File: config.mk
export PLATFORM = sky130hd
export DESIGN_NAME = handshake_reader
export DESIGN_NICKNAME = d
export VERILOG_FILES = /design/src/rtl/handshake_reader.sv
export SDC_FILE = /design/constraint.sdc
export NUM_CORES = 1
export LEC_CHECK = 0
export ABC_AREA = 1
export BUFFER_PORTS_ARGS = -buffer_cell sky130_fd_sc_hd__clkbuf_2
export CORE_MARGIN = 2
export CORE_UTILIZATION = 47
export DETAILED_ROUTE_END_ITERATION = 7
export PLACE_DENSITY = 0.66
export SLEW_MARGIN = 40
export SYNTH_ARGS = -nofsm -noshare
export SYNTH_HDL_FRONTEND = slang
export SYNTH_SLANG_ARGS = --single-unit
File: constraint.sdc
create_clock -name clk -period 5 [get_ports clk]
set_input_delay 0.25 -clock clk [delete_from_list [all_inputs] [get_ports clk]]
set_output_delay 0.25 -clock clk [all_outputs]
set_load 0.05 [all_outputs]
File: src/rtl/handshake_reader.sv
// handshake_reader
// Consumer endpoint for the 4-phase ready/ack handshake on the read port of
// the cross-domain handshake FIFO. It captures each offered word once and
// acknowledges it on hs_ack. Captured words go into a small local queue,
// which is re-presented downstream as a valid/ready stream.
//
// Optional feature: define HS_READER_SYNC_IN_EN to pass hs_ready through a
// 2-flop synchroniser before the FSM sees it. This adds two cycles to capture
// latency and two cycles to ack-release latency. hs_data does not need
// synchronising, because the FIFO holds it stable until it observes hs_ack.
// When the macro is undefined, hs_ready is assumed to be already synchronous
// to clk and is used directly.

module handshake_reader #(
  parameter int width   = 16,
  parameter int depth   = 4,
  parameter int depthsz = 2
) (
  input  logic               clk,
  input  logic               reset_n,
  input  logic [width-1:0]   hs_data,
  input  logic               hs_ready,
  output logic               hs_ack,
  output logic [width-1:0]   out_data,
  output logic               out_valid,
  input  logic               out_ready,
  output logic [depthsz:0]   out_count
);

  // Occupancy and pointer constants at the exact widths of the registers.
  localparam logic [depthsz:0]   DEPTH_C = (depthsz + 1)'(depth);
  localparam logic [depthsz:0]   CNT_ONE = (depthsz + 1)'(1);
  localparam logic [depthsz:0]   CNT_ZERO = '0;
  localparam logic [depthsz-1:0] PTR_ONE = depthsz'(1);

  // Two real states. The spare encodings fall back to IDLE.
  typedef enum logic [1:0] {
    ST_IDLE = 2'b00,
    ST_ACK  = 2'b01
  } state_e;

  state_e               state_q;
  state_e               state_d;
  logic                 ack_q;
  logic                 ack_d;
  logic [depthsz-1:0]   wr_ptr_q;
  logic [depthsz-1:0]   wr_ptr_d;
  logic [depthsz-1:0]   rd_ptr_q;
  logic [depthsz-1:0]   rd_ptr_d;
  logic [depthsz:0]     count_q;
  logic [depthsz:0]     count_d;
  logic [width-1:0]     mem_q [depth];

  logic                 rdy_s;
  logic                 not_full_s;
  logic                 push_s;
  logic                 pop_s;

  // ---------------------------------------------------------------------------
  // hs_ready sampling
  // ---------------------------------------------------------------------------
`ifdef HS_READER_SYNC_IN_EN
  logic sync1_q;
  logic sync2_q;

  // Two-flop synchroniser on the asynchronous ready level.
  always_ff @(posedge clk or negedge reset_n) begin
    if (!reset_n) begin
      sync1_q <= 1'b0;
      sync2_q <= 1'b0;
    end else begin
      sync1_q <= hs_ready;
      sync2_q <= sync1_q;
    end
  end

  assign rdy_s = sync2_q;
`else
  assign rdy_s = hs_ready;
`endif

  // ---------------------------------------------------------------------------
  // Handshake FSM
  // ---------------------------------------------------------------------------

  // The full check uses the registered occupancy only, so a same-cycle pop
  // cannot open a slot. This keeps out_ready off any path to hs_ack.
  assign not_full_s = (count_q < DEPTH_C);

  // Next-state logic. A capture happens only on the IDLE->ACK transition,
  // which gives exactly one capture per rising phase of ready.
  always_comb begin
    state_d = state_q;
    push_s  = 1'b0;
    case (state_q)
      ST_IDLE: begin
        if (rdy_s && not_full_s) begin
          push_s  = 1'b1;
          state_d = ST_ACK;
        end else begin
          state_d = ST_IDLE;
        end
      end
      ST_ACK: begin
        if (!rdy_s) begin
          state_d = ST_IDLE;
        end else begin
          state_d = ST_ACK;
        end
      end
      default: begin
        state_d = ST_IDLE;
      end
    endcase
  end

  // hs_ack is registered and rises on the same edge that writes the word.
  assign ack_d = (state_d == ST_ACK);

  // FSM state and the registered acknowledge.
  always_ff @(posedge clk or negedge reset_n) begin
    if (!reset_n) begin
      state_q <= ST_IDLE;
      ack_q   <= 1'b0;
    end else begin
      state_q <= state_d;
      ack_q   <= ack_d;
    end
  end

  assign hs_ack = ack_q;

  // ---------------------------------------------------------------------------
  // Local queue
  // ---------------------------------------------------------------------------

  // A pop is only meaningful while the queue holds data.
  assign pop_s = (count_q != CNT_ZERO) && out_ready;

  // Pointer and occupancy update. The pointers wrap naturally at depth.
  always_comb begin
    wr_ptr_d = wr_ptr_q;
    rd_ptr_d = rd_ptr_q;
    count_d  = count_q;
    if (push_s) begin
      wr_ptr_d = wr_ptr_q + PTR_ONE;
    end else begin
      wr_ptr_d = wr_ptr_q;
    end
    if (pop_s) begin
      rd_ptr_d = rd_ptr_q + PTR_ONE;
    end else begin
      rd_ptr_d = rd_ptr_q;
    end
    case ({push_s, pop_s})
      2'b10:   count_d = count_q + CNT_ONE;
      2'b01:   count_d = count_q - CNT_ONE;
      default: count_d = count_q;
    endcase
  end

  // Queue pointers and occupancy registers.
  always_ff @(posedge clk or negedge reset_n) begin
    if (!reset_n) begin
      wr_ptr_q <= '0;
      rd_ptr_q <= '0;
      count_q  <= '0;
    end else begin
      wr_ptr_q <= wr_ptr_d;
      rd_ptr_q <= rd_ptr_d;
      count_q  <= count_d;
    end
  end

  // Queue storage. It is cleared on reset, so out_data reads zero after reset.
  always_ff @(posedge clk or negedge reset_n) begin
    if (!reset_n) begin
      for (int i = 0; i < depth; i++) begin
        mem_q[i] <= '0;
      end
    end else if (push_s) begin
      mem_q[wr_ptr_q] <= hs_data;
    end
  end

  // Stream side: combinational head read. Valid is a decode of registered
  // occupancy.
  assign out_data  = mem_q[rd_ptr_q];
  assign out_valid = (count_q != CNT_ZERO);
  assign out_count = count_q;

endmodule

==> metrics.md, run 1 <==
| Metric | Value |
|---|---|
| Status | finished, violations left |
| Violated checks | hold timing |
| Post-synth net total | 488 |
| Root Driver | clkbuf_8 |
| Global-route met2 utilization | 36.2% |
| Remaining DRCs | 0 |
| Total chip power | 3.21 mW |
| Max Buffers Root-to-Sink | 2 |
| Setup crit end kind | primary output |
| Number of buffers created by CTS | 9 |
| Netlist cell types | 20 |
| Drt first pass iters | 4 |
| Global route overflow | 0 |
| CP arrival | 2.51 ns |
| Simple-Gate Fraction of Synth Area | 32.6% |
| Cell Rows | 32 |
| Vias in the first global route | 3094 |
| Final setup fails | 0 |
| Tcrit/Tclk final | 55.2% |
| CTS Hold Buffers Added | 0 |
| Compound-Gate Fraction of Synth Area | 6.56% |
| Post-synthesis adder-cell area fraction | 2.21% |
| Most frequent cells in the layout | nand2_1, dfrtp_1, nand4_1 |
| Top FF cell, synth | dfrtp_1 |
| Multi-input logic area | 1570 sq um |
| FF+latch area | 1800 sq um |
| IO Port Bufs | 40 |
| Die width | 93.2 um |
| Area growth, synth to finish | 9.77% |
| Max Fanout on Critical Path | 18 |
| Boundary Pins | 41 |
| Die ar. | 8690 sq um |
| Top Usage Layer GRT | met2 |
| Critical path class | register to primary output |
| Synth Area in XOR/XNOR | 0.468% |
| CTS clk-pin slew, worst paths | 0.07 ns |
| Worst slew pin tran | 0.784 ns |
| Leakage | 2.23 nW |
| Met3 usage | 2.66% |
| Commonest non-fill, non-tap cell in the layout | nand2_1 |
| Net count, final | 506 |
| Fin Hold WS | -0.00673 ns |
| H-Tree Depth | 3 |
| CP top delay family | buffers and inverters |
| Placer Congestion | 0.806 |
| Overall Global Routing Usage | 23.2% |
| Peak supply drop | 0.556 mV |
| Slowest-stage cell, CP | dfrtp_1 |
| Max stage delay on crit path | 0.79 ns |
| Share of cells above drive strength 1 | 14.0% |
| P per Cell Area | 782 nW/um^2 |
| Largest net degree at the start of global routing | 73 |
| Clock sinks | 72 |
| Max-cap violation count | 0 |
| Antenna fix cells | 0 |
| Number of warning messages in the yosys log | 0 |
| Mapped Area | 3740 sq um |
| Post-CTS Resized | 0 |
| CP bufs+invs | 2 |
| Initial DRC Count | 266 |
| Number of synthesized flops with an enable pin | 0 |
| Worst path depth | 4 |
| HPWL Detailed | 5.63 mm |
| Startpoint Class | register |
| #FFs+latches synth | 72 |
| Final Hold Fails | 2 |
| Max Transition Viols Final | 0 |
| Routed WL | 9.32 mm |
| # fillers | 740 |
| Setup TNS | 0 ns |
| Vias per cell | 5.48 |
| Worst-path cell chain | clkinv_1, o211ai_1, nand2_1, clkbuf_2 |
| F_max | 362 MHz |
| RSZ-0062 raised after global routing | false |
| Setup Skew | 0.00905 ns |
| Post-DRT Antenna Nets | 0 |
| Sequential area share after synthesis | 48.2% |
| Initial antenna violation count | 0 |
| Synth async-reset ratio | 100% |
| Largest family of logic cells by synthesized area | simple AND/OR/NAND/NOR gates |
| Multiplexer share of the synthesized area | 0% |
| Post-CTS Setup Inserts | 0 |
| CP required | 4.75 ns |
| Die H | 93.2 um |
| Worst hold path class | input port to async pin |
| CTS tree | built |
| Clock latency on the worst-skew pair | 0.35 ns |
| CORE AREA | 7730 sq um |
| Avg Synthesized Cell Area | 8.10 sq um |
| R2R depth | 5 |
| Fin crit period | 2.76 ns |
| Wirelength per Cell | 15.9 um |
| Relative max-transition margin | 47.7% |
| Initial core utilization | 48.4% |
| Syn Inst Count | 462 |
| Met1 capacity usage during global routing | 32.5% |
| DR vias | 3219 |
| First-pass GRT wire length | 15.6 mm |
-- kinds of logic (layout without fill, tap and decap cells) --
kind of cell | Yosys count | count (layout)
simple gates | 268 | 268
buf+inv | 81 | 104
flops | 72 | 72
compound gates | 33 | 33
fa+ha+maj | 6 | 6
xor+xnor | 2 | 2
-- worst paths after layout --
path,slack (ns),endpoint,startpoint
max reg2reg,2.93,mem_q[16]$_DFFE_PN0P_,wr_ptr_q[0]$_DFFE_PN0P_
max in group asynchronous,4.54,mem_q[26]$_DFFE_PN0P_,reset_n
min in group clk,0.18,rd_ptr_q[0]$_DFFE_PN0P_,out_ready
max,2.24,out_data[3],rd_ptr_q[1]$_DFFE_PN0P_
min reg2reg,0.47,mem_q[37]$_DFFE_PN0P_,mem_q[37]$_DFFE_PN0P_
min,-0.007,out_count[1]$_DFFE_PN0P_,reset_n
-- flip-flops by register name, indices dropped and copies added, names as in the netlist --
register,flops
mem_q,64
out_count,3
hs_ack,1
wr_ptr_q,2
rd_ptr_q,2
-- worst reg2reg max path, cell delays in order (launching register included) --
cell and delay (ns):
dfrtp_1 0.41, inv_1 0.13, ha_1 0.69, nand3_2 0.50
nand2_1 0.19, nand2_1 0.06
-- synth_stat cells (2+ instances only) --
cell / count / area [sq um]
clkbuf_1: 7 / 26.3
nand2_1: 192 / 721
buf_2: 21 / 105
nand3_2: 4 / 40.0
inv_1: 43 / 161
buf_1: 2 / 7.51
buf_6: 5 / 56.3
dfrtp_1: 72 / 1800
nand3_1: 5 / 25.0
ha_1: 5 / 62.6
o211ai_1: 32 / 240
buf_4: 2 / 15.0
nand4_1: 65 / 407
-- cell type report --
type,instances,share of cell area [%]
clock buffers,10,3.35
clock inverters,6,1.43
inverters,44,4.02
multi-input cells,309,38.2
flip-flops and latches,72,43.9
well taps,102,3.11
repair buffers,44,6.00
-- routing by layer --
| layer | routed length (um) | vias to the layer above |
|---|---|---|
| met3 | 455 | 17 |
| li1 | - | 1572 |
| met2 | 4360 | 94 |
| met4 | 223 | 0 |
| met5 | 0 | - |
| met1 | 4280 | 1536 |
-- power breakdown --
part | switching, mW | leakage [nW] | total, mW | internal, mW
clock | 0.219 | 0.106 | 0.460 | 0.241
sequential | 0.181 | 0.904 | 1.03 | 0.846
combinational | 1.28 | 1.22 | 1.72 | 0.442
-- through the flow --
step	area [sq um]	instances	worst slack, ns	util (%)	hold WS [ns]
floorplan	3740	462	2.54	-	-0.0456
global placement	3880	570	2.59	50.2	0.454
detailed placement	3910	571	2.64	50.5	0.414
CTS	4100	587	2.26	53.1	0.0309
global route	4110	587	2.09	53.1	0.0732
finish	4110	587	2.24	53.1	-0.00673
(Power assumes the default switching activity.)
==> run 2: changes to the inputs <==
--- a/config.mk
+++ b/config.mk
@@ -5,12 +5,12 @@
 export SDC_FILE = /design/constraint.sdc
 export NUM_CORES = 1
 export LEC_CHECK = 0
-export ABC_AREA = 1
+export ABC_AREA = 0
 export BUFFER_PORTS_ARGS = -buffer_cell sky130_fd_sc_hd__clkbuf_2
 export CORE_MARGIN = 2
 export CORE_UTILIZATION = 47
 export DETAILED_ROUTE_END_ITERATION = 7
-export PLACE_DENSITY = 0.66
+export PLACE_DENSITY = 0.67
 export SLEW_MARGIN = 40
 export SYNTH_ARGS = -nofsm -noshare
 export SYNTH_HDL_FRONTEND = slang
==> constraint.sdc (replaced) <==
create_clock -name clk -period 2.86 [get_ports clk]
set_input_delay 0.143 -clock clk [delete_from_list [all_inputs] [get_ports clk]]
set_output_delay 0.143 -clock clk [all_outputs]
set_load 0.05 [all_outputs]
==> metrics.md, run 2 <==
| Metric | Value |
|---|---|
| Status | finished, final reports clean |
| Top FF cell, synth | dfrtp_1 |
| Max Transition Viols Final | 0 |
| Tcrit/Tclk final | 68.3% |
| Post-Layout Inst Area | 3870 sq um |
| Inst Count DP | 329 |
| HPWL Detailed | 4.01 mm |
| Max stage delay on crit path | 0.54 ns |
| CP arrival | 2.18 ns |
| Initial core utilization | 47.8% |
| Antenna fix cells | 0 |
| # fillers | 598 |
| Max Fanout on Critical Path | 10 |
| Vias in the first global route | 1940 |
| Most common cell in the synthesized netlist | dfrtp_1 |
| Root Driver | clkbuf_8 |
| Boundary Pins | 41 |
| Die width | 89.4 um |
| F_max | 512 MHz |
| Biggest register | mem_q |
| Setup TNS | 0 ns |
| R2r setup slk | 0.91 ns |
| Netlist cell types | 21 |
| Global route overflow | 0 |
| Largest net degree at the start of global routing | 41 |
| Fin crit period | 1.95 ns |
| Mapped Area | 3430 sq um |
| Number of synthesized flops with an enable pin | 0 |
| Non-Filler Instances | 345 |
| Max reg flops | 64 |
| Synth async-reset ratio | 100% |
| WHS Path Cells | 2 |
| Syn Inst Count | 195 |
| R2R depth | 5 |
| Post-synth net total | 221 |
| Commonest non-fill, non-tap cell in the layout | dfrtp_1 |
| Slowest-stage cell, CP | and3_1 |
| Die ar. | 8000 sq um |
| Post-DRT Antenna Nets | 0 |
| Startpoint Class | register |
| Worst Hold Launch | hs_ready |
| Post-DP Area | 3670 sq um |
| Sequential area share after synthesis | 52.5% |
| Final setup fails | 0 |
| CTS tree | built |
| Number of buffers created by CTS | 9 |
| Remaining DRCs | 0 |
| DR vias | 1774 |
| IO Port Bufs | 40 |
| Top cell type's share of synthesized area | 52.5% |
| Worst-path cell chain | inv_1, ha_1, and3_1, buf_4, mux2_4 |
| #FFs+latches synth | 72 |
| CTS clk-pin slew, worst paths | 0.07 ns |
| Share of cells above drive strength 1 | 59.8% |
| Clock sinks | 72 |
| Ranking of synthesized cells by area | dfrtp_1, mux2_4, mux4_2 |
| Met3 usage | 5.63% |
| Die H | 89.4 um |
| Initial DRC Count | 73 |
| Fin Hold WS | 0.0790 ns |
| Post-CTS Setup Inserts | 0 |
| Worst Hold End | hs_ack$_DFF_PN0_ |
| CP required | 3.09 ns |
| Overall Global Routing Usage | 17.6% |
| RSZ-0062 raised after global routing | false |
| Yosys top cell by area | dfrtp_1 |
| Top cells by count, synth | dfrtp_1, mux2_4, mux2_2 |
| RR Startpoint | wr_ptr_q[0]$_DFFE_PN0P_ |
| Initial antenna violation count | 0 |
| Area growth, synth to finish | 12.8% |
| Net count, final | 268 |
| Setup crit end kind | register |
| Global-route met2 utilization | 26.2% |
| Placer Congestion | 0.701 |
| Clock latency on the worst-skew pair | 0.34 ns |
| Cell Rows | 31 |
| CORE AREA | 7180 sq um |
| H-Tree Depth | 3 |
| Avg Synthesized Cell Area | 17.6 sq um |
| First-pass GRT wire length | 10.1 mm |
| Met1 capacity usage during global routing | 24.5% |
| Drt first pass iters | 4 |
| Relative max-transition margin | 59.8% |
| Worst slew pin tran | 0.603 ns |
| Vias per cell | 5.14 |
| Critical path class | register to register |
| Most frequent cells in the layout | dfrtp_1, mux2_4, clkbuf_2 |
| Setup Skew | 0.00475 ns |
| Routed WL | 6.06 mm |
| Max-cap violation count | 0 |
| Worst hold path class | input port to register |
| Max Buffers Root-to-Sink | 2 |
| Number of warning messages in the yosys log | 0 |
| Final Hold Fails | 0 |
| Top Usage Layer GRT | met2 |
| Reg2reg end | mem_q[53]$_DFFE_PN0P_ |
| Wirelength per Cell | 17.6 um |
## run 2: cell types whose count changed after synthesis, sizes merged, moves of 2 or more
cell,previous run,this run
mux2,0,65
nand3,9,0
xor2,1,3
nand2,193,2
and3,0,4
nand4,65,0
o211ai,32,0
xnor2,1,3
buf,30,12
mux4,0,16
clkbuf,7,0
inv,43,6
## run 2: how the worst max path moves through the flow
| stage | to | startpoint | slack [ns] | cells past startpoint |
|---|---|---|---|---|
| after global routing | mem_q[57]$_DFFE_PN0P_ | out_count[2]$_DFFE_PN0P_ | 0.80 | 4 |
| final | mem_q[53]$_DFFE_PN0P_ | wr_ptr_q[0]$_DFFE_PN0P_ | 0.91 | 5 |
| after CTS | out_data[8] | rd_ptr_q[1]$_DFFE_PN0P_ | 0.73 | 2 |
| after floorplan | out_count[2]$_DFFE_PN0P_ | out_count[2]$_DFFE_PN0P_ | 0.89 | 8 |
| after detailed placement | mem_q[57]$_DFFE_PN0P_ | wr_ptr_q[0]$_DFFE_PN0P_ | 0.94 | 5 |
| after global placement | mem_q[57]$_DFFE_PN0P_ | wr_ptr_q[0]$_DFFE_PN0P_ | 0.95 | 5 |
## run 2: kinds of logic after synthesis
group | after synthesis | share of synthesized area, %
muxes | 82 | 36.5
DFF | 72 | 52.5
buffers and inverters | 18 | 5.03
and+or+nand+nor | 9 | 1.46
xor gates and xnor gates | 6 | 1.53
adders and majority gates | 6 | 2.41
AOI/OAI and AO/OA | 2 | 0.511
## run 2: layout make-up
class	count	area, sq um	share of cell area [%]
sequential	72	1800	46.6
multi-input combinational	105	1460	37.6
timing repair buffer	48	278	7.18
clock buffer	9	124	3.20
tap	99	124	3.20
clock inverter	6	61.3	1.59
inverter	6	22.5	0.582
## run 2: critical path: cells and delay by family (launching register included)
kind          cells  cell delay (ns)
simple gates      1             0.54
flops             1             0.42
buf+inv           2             0.42
mux               1             0.31
fa+ha+maj         1             0.14
## run 2: per-stage QoR
stage	setup WS, ns	util (%)
floorplan	0.887	-
global placement	0.952	51.1
detailed placement	0.943	51.1
CTS	0.732	53.8
global route	0.800	53.9
finish	0.907	53.9
## run 2: routing by layer
| metal | share of wire, % | vias up |
|---|---|---|
| met4 | 0.69 | 0 |
| met2 | 48 | 35 |
| met1 | 48 | 940 |
| met3 | 3.6 | 4 |
| li1 | - | 795 |
| met5 | 0 | - |
## run 2: what timing repair did
item	in CTS	in global routing
gates resized for setup	0	0
endpoints found under the hold margin	32	0
hold buffers	1	0
Power of run 2 is not shown: default switching activity piles up to over one toggle a cycle in this logic, so the estimate is an artifact.
==> run 3: changes to the inputs <==
--- a/config.mk
+++ b/config.mk
@@ -10,7 +10,7 @@
 export CORE_MARGIN = 2
 export CORE_UTILIZATION = 47
 export DETAILED_ROUTE_END_ITERATION = 7
-export PLACE_DENSITY = 0.67
+export PLACE_DENSITY = 0.69
 export SLEW_MARGIN = 40
 export SYNTH_ARGS = -nofsm -noshare
 export SYNTH_HDL_FRONTEND = slang
==> constraint.sdc (replaced) <==
create_clock -name clk -period 1.67 [get_ports clk]
set_input_delay 0.0835 -clock clk [delete_from_list [all_inputs] [get_ports clk]]
set_output_delay 0.0835 -clock clk [all_outputs]
set_load 0.05 [all_outputs]
==> metrics.md, run 3 (same netlist as run 2, synthesis figures left out) <==
| Metric | Value |
|---|---|
| Root Driver | clkbuf_8 |
| R2r setup slk | 0.01 ns |
| DR vias | 1804 |
| Initial core utilization | 47.8% |
| CTS clk-pin slew, worst paths | 0.08 ns |
| Inst Count DP | 338 |
| CP required | 1.59 ns |
| Drt first pass iters | 4 |
| Violated checks | setup timing |
| Worst path depth | 3 |
| Post-Layout Inst Area | 4260 sq um |
| Most frequent cells in the layout | dfrtp_1, mux2_4, mux2_2 |
| Vias in the first global route | 1933 |
| Max Fanout on Critical Path | 6 |
| Fin crit period | 1.74 ns |
| HPWL Detailed | 4.04 mm |
| Antenna fix cells | 0 |
| RR Startpoint | out_count[1]$_DFFE_PN0P_ |
| Setup Skew | 0.0119 ns |
| Worst hold path class | input port to register |
| Max stage delay on crit path | 0.52 ns |
| Remaining DRCs | 0 |
| R2R depth | 7 |
| Wirelength per Cell | 17.3 um |
| CTS tree | built |
| Max reg flops | 64 |
| Worst slack, placed | 0.0125 ns |
| Max Buffers Root-to-Sink | 2 |
| Reg2reg end | out_count[2]$_DFFE_PN0P_ |
| Placer Congestion | 0.696 |
| Share of cells above drive strength 1 | 64.2% |
| Status | finished, violations left |
| Worst Hold End | mem_q[63]$_DFFE_PN0P_ |
| IO Port Bufs | 40 |
| Relative max-transition margin | 70.5% |
| First-pass GRT wire length | 9.72 mm |
| WHS Path Cells | 2 |
| CP bufs+invs | 2 |
| Cell Rows | 31 |
| Biggest register | mem_q |
| Max-cap violation count | 0 |
| Final setup fails | 16 |
| RSZ-0062 raised after global routing | true |
| Final WS setup | -0.0689 ns |
| Global route overflow | 0 |
| Non-Filler Instances | 359 |
| Commonest non-fill, non-tap cell in the layout | dfrtp_1 |
| Worst-path cell chain | clkbuf_16, mux4_2, buf_8 |
| Largest net degree at the start of global routing | 33 |
| Startpoint Class | register |
| Clock sinks | 72 |
| Die H | 89.4 um |
| CORE AREA | 7180 sq um |
| Vias per cell | 5.03 |
| Die ar. | 8000 sq um |
| Slowest-stage cell, CP | mux4_2 |
| Worst Hold Launch | hs_data[15] |
| Number of buffers created by CTS | 9 |
| F_max | 575 MHz |
| H-Tree Depth | 3 |
| Die width | 89.4 um |
| Setup crit end kind | primary output |
| Post-DRT Antenna Nets | 0 |
| Final Hold Fails | 0 |
| Area growth, synth to finish | 24.2% |
| Initial DRC Count | 61 |
| Critical path class | register to primary output |
| Initial antenna violation count | 0 |
| Post-DP Area | 3790 sq um |
| CP arrival | 1.66 ns |
| Boundary Pins | 41 |
| Tcrit/Tclk final | 104% |
| Worst slew pin tran | 0.443 ns |
| Routed WL | 6.19 mm |
| Fin Hold WS | 0.0201 ns |
| CP top delay family | multiplexers |
| Clock latency on the worst-skew pair | 0.35 ns |
| Net count, final | 281 |
| # fillers | 541 |
| Max Transition Viols Final | 0 |
| Overall Global Routing Usage | 16.7% |
run 3: area by class of cell:
| class | count | area [sq um] | share of cell area (%) |
|---|---|---|---|
| tap | 99 | 124 | 2.91 |
| inverter | 6 | 22.5 | 0.529 |
| timing repair buffer | 61 | 582 | 13.7 |
| multi-input combinational | 105 | 1480 | 34.7 |
| clock buffer | 11 | 141 | 3.32 |
| sequential | 72 | 1810 | 42.5 |
| clock inverter | 5 | 104 | 2.44 |
run 3: how the worst max path moves through the flow:
stage / from / to / slack, ns
6_report: rd_ptr_q[0]$_DFFE_PN0P_ / out_data[11] / -0.07
5_1_grt: rd_ptr_q[0]$_DFFE_PN0P_ / out_data[7] / -0.13
4_1_cts: rd_ptr_q[0]$_DFFE_PN0P_ / out_data[14] / -0.11
3_5_place_dp: out_count[2]$_DFFE_PN0P_ / out_count[2]$_DFFE_PN0P_ / 0.01
3_3_place_gp: out_count[2]$_DFFE_PN0P_ / out_count[2]$_DFFE_PN0P_ / 0.04
2_1_floorplan: out_count[2]$_DFFE_PN0P_ / out_count[2]$_DFFE_PN0P_ / -0.1
run 3: per-stage QoR:
step / util [%] / TNS [ns]
after floorplan: - / -0.145
after global placement: 52.8 / 0
after detailed placement: 52.8 / 0
after CTS: 58.5 / -1.29
after global routing: 59.4 / -1.91
final: 59.4 / -0.841
run 3: what timing repair did:
| item | in CTS | in global routing |
|---|---|---|
| setup endpoints to repair | 17 | 19 |
| endpoints found under the hold margin | 15 | 0 |
| buffers inserted | 1 | 2 |
| gates cloned | 0 | 1 |
| hold buffers | 1 | 0 |
| pin swaps | 0 | 6 |
| gates resized for setup | 34 | 18 |
run 3: worst reg2reg max path: cells and delay by family, from the launching register on:
family | cells | cell delay, ns
xor+xnor | 2 | 0.29
simple gates | 1 | 0.06
fa+ha+maj | 2 | 0.33
buf+inv | 1 | 0.05
compound gates | 1 | 0.38
flops | 1 | 0.43
run 3: metal layers:
metal  GRT usage, %  vias to the layer above  routed length (um)
met2           27.3                       31                3090
met4           4.48                        0                  56
met5              0                        -                   0
met1           21.6                      943                2830
met3           5.36                        8                 213
li1               -                      822                   -
Power of run 3 is left out for the same reason.
